**config.mk**
```make
export PLATFORM = sky130hd
export DESIGN_NAME = ifu_fetch
export DESIGN_NICKNAME = d
export VERILOG_FILES = /design/src/rtl/ifu_fetch.sv
export SDC_FILE = /design/constraint.sdc
export NUM_CORES = 1
export LEC_CHECK = 0
export BUFFER_PORTS_ARGS = -buffer_cell sky130_fd_sc_hd__buf_4
export CAP_MARGIN = 40
export CORE_MARGIN = 4
export CORE_UTILIZATION = 40
export DETAILED_ROUTE_END_ITERATION = 8
export PLACE_DENSITY_LB_ADDON = 0.1
export REMOVE_ABC_BUFFERS = 1
export SKIP_LAST_GASP = 1
export SLEW_MARGIN = 40
export SYNTH_ARGS = -nofsm -noshare
export SYNTH_HDL_FRONTEND = slang
export SYNTH_SLANG_ARGS = --single-unit
```
**constraint.sdc**
```tcl
create_clock -name clk -period 3.45 [get_ports clk]
set_input_delay 0.69 -clock clk [delete_from_list [all_inputs] [get_ports clk]]
set_output_delay 0.69 -clock clk [all_outputs]
set_load 0.05 [all_outputs]
```
**src/rtl/ifu_fetch.sv**
```systemverilog
// Instruction fetch: owns the PC, issues one imem request at a time, holds inst until commit.
// Latency: request accept -> inst_valid in 2 cycles minimum; stalls in REQ while imem_req_ready=0.
module ifu_fetch #(
    parameter logic [31:0] RESET_PC = 32'h8000_0000,
    parameter int unsigned TIMEOUT  = 255,
    parameter int          CNT_W    = 32
) (
    input  logic             clk,
    input  logic             rst,
    output logic             imem_req_valid,
    input  logic             imem_req_ready,
    output logic [31:0]      imem_req_addr,
    input  logic             imem_resp_valid,
    input  logic [31:0]      imem_resp_data,
    input  logic             imem_resp_err,
    output logic [31:0]      inst,
    output logic [31:0]      inst_pc,
    output logic             inst_valid,
    input  logic             commit,
    input  logic             pc_src,
    input  logic [31:0]      alu_result,
    output logic             fetch_fault,
    output logic [CNT_W-1:0] retired_cnt
);

    typedef enum logic [2:0] {
        IDLE,
        REQ,
        WAIT,
        HOLD,
        FAULT
    } state_t;

    localparam int             TO_W    = (TIMEOUT < 2) ? 1 : $clog2(TIMEOUT);
    localparam logic [TO_W-1:0] TO_LAST = TO_W'(TIMEOUT - 1);
    localparam bit             TO_EN   = (TIMEOUT != 0);
    localparam logic [31:0]    NOP     = 32'h0000_0013;

    state_t            state_q, state_d;
    logic [31:0]       pc_q, pc_d;
    logic [31:0]       inst_q, inst_d;
    logic [CNT_W-1:0]  cnt_q, cnt_d;
    logic [TO_W-1:0]   to_q, to_d;
    logic [31:0]       npc;

    always_ff @(posedge clk or posedge rst) begin
        if (rst) begin
            state_q <= IDLE;
            pc_q    <= RESET_PC;
            inst_q  <= NOP;
            cnt_q   <= '0;
            to_q    <= '0;
        end else begin
            state_q <= state_d;
            pc_q    <= pc_d;
            inst_q  <= inst_d;
            cnt_q   <= cnt_d;
            to_q    <= to_d;
        end
    end

    // Jump targets always drop bit 0; pc+4 keeps pc's bit 0, which is never set.
    assign npc = (pc_src ? alu_result : (pc_q + 32'd4)) & 32'hFFFF_FFFE;

    always_comb begin
        state_d = state_q;
        pc_d    = pc_q;
        inst_d  = inst_q;
        cnt_d   = cnt_q;
        to_d    = to_q;
        case (state_q)
            IDLE: state_d = REQ;
            REQ: begin
                if (imem_req_ready) begin
                    state_d = WAIT;
                    to_d    = '0;
                end
            end
            WAIT: begin
                if (imem_resp_valid) begin
                    if (imem_resp_err) begin
                        state_d = FAULT;
                    end else begin
                        inst_d  = imem_resp_data;
                        state_d = HOLD;
                    end
                end else if (TO_EN && (to_q == TO_LAST)) begin
                    state_d = FAULT;
                end else begin
                    to_d = to_q + 1'b1;
                end
            end
            HOLD: begin
                if (commit) begin
                    cnt_d = cnt_q + CNT_W'(1);
                    // A misaligned target faults with pc still naming the offending instruction.
                    if (npc[1]) begin
                        state_d = FAULT;
                    end else begin
                        pc_d    = npc;
                        state_d = REQ;
                    end
                end
            end
            FAULT:   state_d = FAULT;
            default: state_d = FAULT;
        endcase
    end

    assign imem_req_valid = (state_q == REQ);
    assign imem_req_addr  = pc_q;
    assign inst           = inst_q;
    assign inst_pc        = pc_q;
    assign inst_valid     = (state_q == HOLD);
    assign fetch_fault    = (state_q == FAULT);
    assign retired_cnt    = cnt_q;

endmodule

```
==> metrics <==
Commonest cells post-synth=dfrtp_1, buf_4, nand2_1, nand3_1, nand4_1; number of gates resized after CTS=0; most area-consuming cells after synthesis=dfrtp_1, mux2_4, buf_4, xnor2_1, nand4_1; Worst Path Class, Setup=reg -> out; worst hold slack after final layout=0.352 ns; post-route setup TNS=0 ns; status=completed; CTS Sinks=105; worst-case setup slack after placement=1.00 ns; count of pins on the block boundary=202; Horiz. Die Dim=130 µm; slack of the critical path=1.21 ns; mean post-synth cell area=10.3 µm²; Final min period=2.24 ns; Vias=5128; number of failing setup endpoints in the final timing report=0; adder and majority gate portion of the synthesized area=0.845%; ys flop type=dfrtp_1; number of inserted filler cells in the final layout=1366; total global routing track utilization=18.8%; placed cells=908; final instance count without filler cells=924; PortBufs=196; maximum number of pins on one net before global-route repair=46; antenna violations before repair=0; number of flops mapped to enable cells by yosys=0; R2R setup slack=1.38 ns; Yosys cell types=64; number of global-route vias before repair=4967; xor and xnor fraction of the mapped netlist area=4.73%; clock network latency to the later pin of the worst-skew pair=0.35 ns; Crit. End Element=output port; mux share of post-synthesis cell area=8.60%; RR Startpoint=imem_req_addr[2]; cell area after synthesis=0.00592 mm²; simple-gate area share of the yosys netlist=21.5%; main combinational cell family by area after synthesis=simple AND/OR/NAND/NOR gates; number of H-tree levels=3; post-route fraction of the period consumed by the critical path=64.9%; Die Footprint=0.0168 mm²; number of warnings printed during yosys synthesis=0; first-pass GRT wire length=25.4 mm; worst-case headroom to the max-slew limit=50.9%; RR Endpoint=imem_req_addr[30]; Clock Pin Slew Worst Setup and Hold Paths=0.07 ns; count of final max-slew check failures=0; M2 GR Usage=29.7%; highest clock frequency the design can meet=447 MHz; cell accounting for the most synthesized area=dfrtp_1; die height=130 µm; initial cell density of the core=40.7%; critical path startpoint=state_q[0]; diode insertion count for antenna repair=0; GR Util met1=26.0%; antenna violation net count after detailed routing=0; total congestion overflow=0; routability-driven placement congestion ratio=0.840; post-cts hold buffer count=0; Num CTS Buffers=9; share of the synthesized area in compound gates (AO/OA/AOI/OAI)=11.7%; final hold viol count=0; number of detailed-routing iterations run before antenna repair=5; synthesized instance count=576; Setup Fix Bufs, Post-CTS=0; TritonCTS clock tree=built; met3 global-route usage=4.62%; Crit Path Max Fanout=8; share of async-settable or async-resettable flops after synthesis=100%; number of flip-flops and latches in the synthesized netlist=105; Detailed Place HPWL=11.6 mm; worst endpoint data arrival time=1.55 ns; cell row count=44; library cell with the highest instance count after synthesis=dfrtp_1; sequential share of the synthesized area=44.5%; maxcap violations=0; DRT iter0 DRCs=332; setup repair after global routing missed its margin=false; final worst clock skew=0.00733 ns; remaining routing DRC violations=0; top cell type's share of synthesized area=42.7%; WL/cell=17.3 µm; Slew @ Worst Pin=0.731 ns; worst hold path type=in -> async; total wire length after detailed routing=16.0 mm; WP data required=2.76 ns; nets=810; maximum VDD drop=0.289 mV; Root Driver=clkbuf_16; worst-case clock buffer depth=2; core region area=0.0145 mm²; leak pwr=3.63 nW; area overhead of the layout relative to synthesis=28.5%; most heavily used metal layer in global routing=met2; Pwr per Cell Area=607 mW/mm²; Worst setup SP type=flop; drt via density=5.55; logic depth of the worst register-to-register path=5; share of post-route cells with drive strength above 1=37.3%
[metrics by stage]
stage | instance area [µm²] | utilization (%) | power [mW]
finish | 7610 | 52.4 | 4.62
floorplan | 5510 | - | 3.02
detailed placement | 7320 | 50.4 | 3.67
global placement | 7320 | 50.4 | 3.65
global route | 7610 | 52.4 | 4.82
CTS | 7610 | 52.3 | 4.67
[power breakdown]
| part | switching [mW] | internal, mW |
|---|---|---|
| combinational | 1.26 | 0.677 |
| clock | 0.471 | 0.515 |
| sequential | 0.228 | 1.46 |
| total | 1.96 | 2.66 |
[critical path, cell delays in order (launching register included)]
cell,delay (ns)
dfrtp_1,0.56
nand2b_1,0.21
nor2_1,0.20
buf_4,0.23
[registers in the layout, indices dropped and copies added, names as in the netlist]
signal,cells
inst,32
to_q,8
state_q,3
retired_cnt,32
imem_req_addr,30
[worst max path at each step]
stage,to,cells past startpoint
after detailed placement,imem_req_addr[11],6
after CTS,inst_valid,3
after floorplan,imem_req_addr[10],1
final,inst_valid,3
after global placement,imem_req_addr[4],6
after global routing,inst_valid,3
[cells by family (layout without fill, tap and decap cells)]
family,Yosys count,after routing
AO/OA/AOI/OAI,96,96
other,1,4
buffers and inverters,79,240
adder cells (fa/ha/maj),4,4
flip-flops,105,105
multiplexers,36,36
AND/OR/NAND/NOR,223,223
XOR/XNOR,32,32
[per-layer routing]
layer	part of all wire [%]	routed length [µm]	vias up
li1	-	-	2409
met1	44	7110	2508
met2	47	7590	190
met3	7.0	1120	21
met4	1.4	218	0
met5	0	0	-
[placed cells by master (no fill, tap or decap), types with 5 or more instances in the layout]
cell,count
a211oi_1,6
a21boi_0,5
a21oi_1,13
and2_1,6
and3_1,8
and4_1,13
buf_4,208
clkbuf_16,9
dfrtp_1,101
inv_1,14
mux2_4,29
nand2_1,35
nand3_1,35
nand4_1,33
nor2_1,31
nor3_1,24
nor4_1,9
o211ai_1,5
o21ai_0,15
o31ai_1,10
xnor2_1,27
xor2_1,5
[area by class of cell]
cell class	instances	area [µm²]	share of cell area (%)
clock inverters	5	41.3	0.542
well taps	184	230	3.02
clock buffers	11	243	3.19
flip-flops and latches	105	2630	34.6
repair buffers	209	1580	20.8
multi-input cells	395	2830	37.1
inverters	15	58.8	0.773
(Power assumes the default switching activity.)
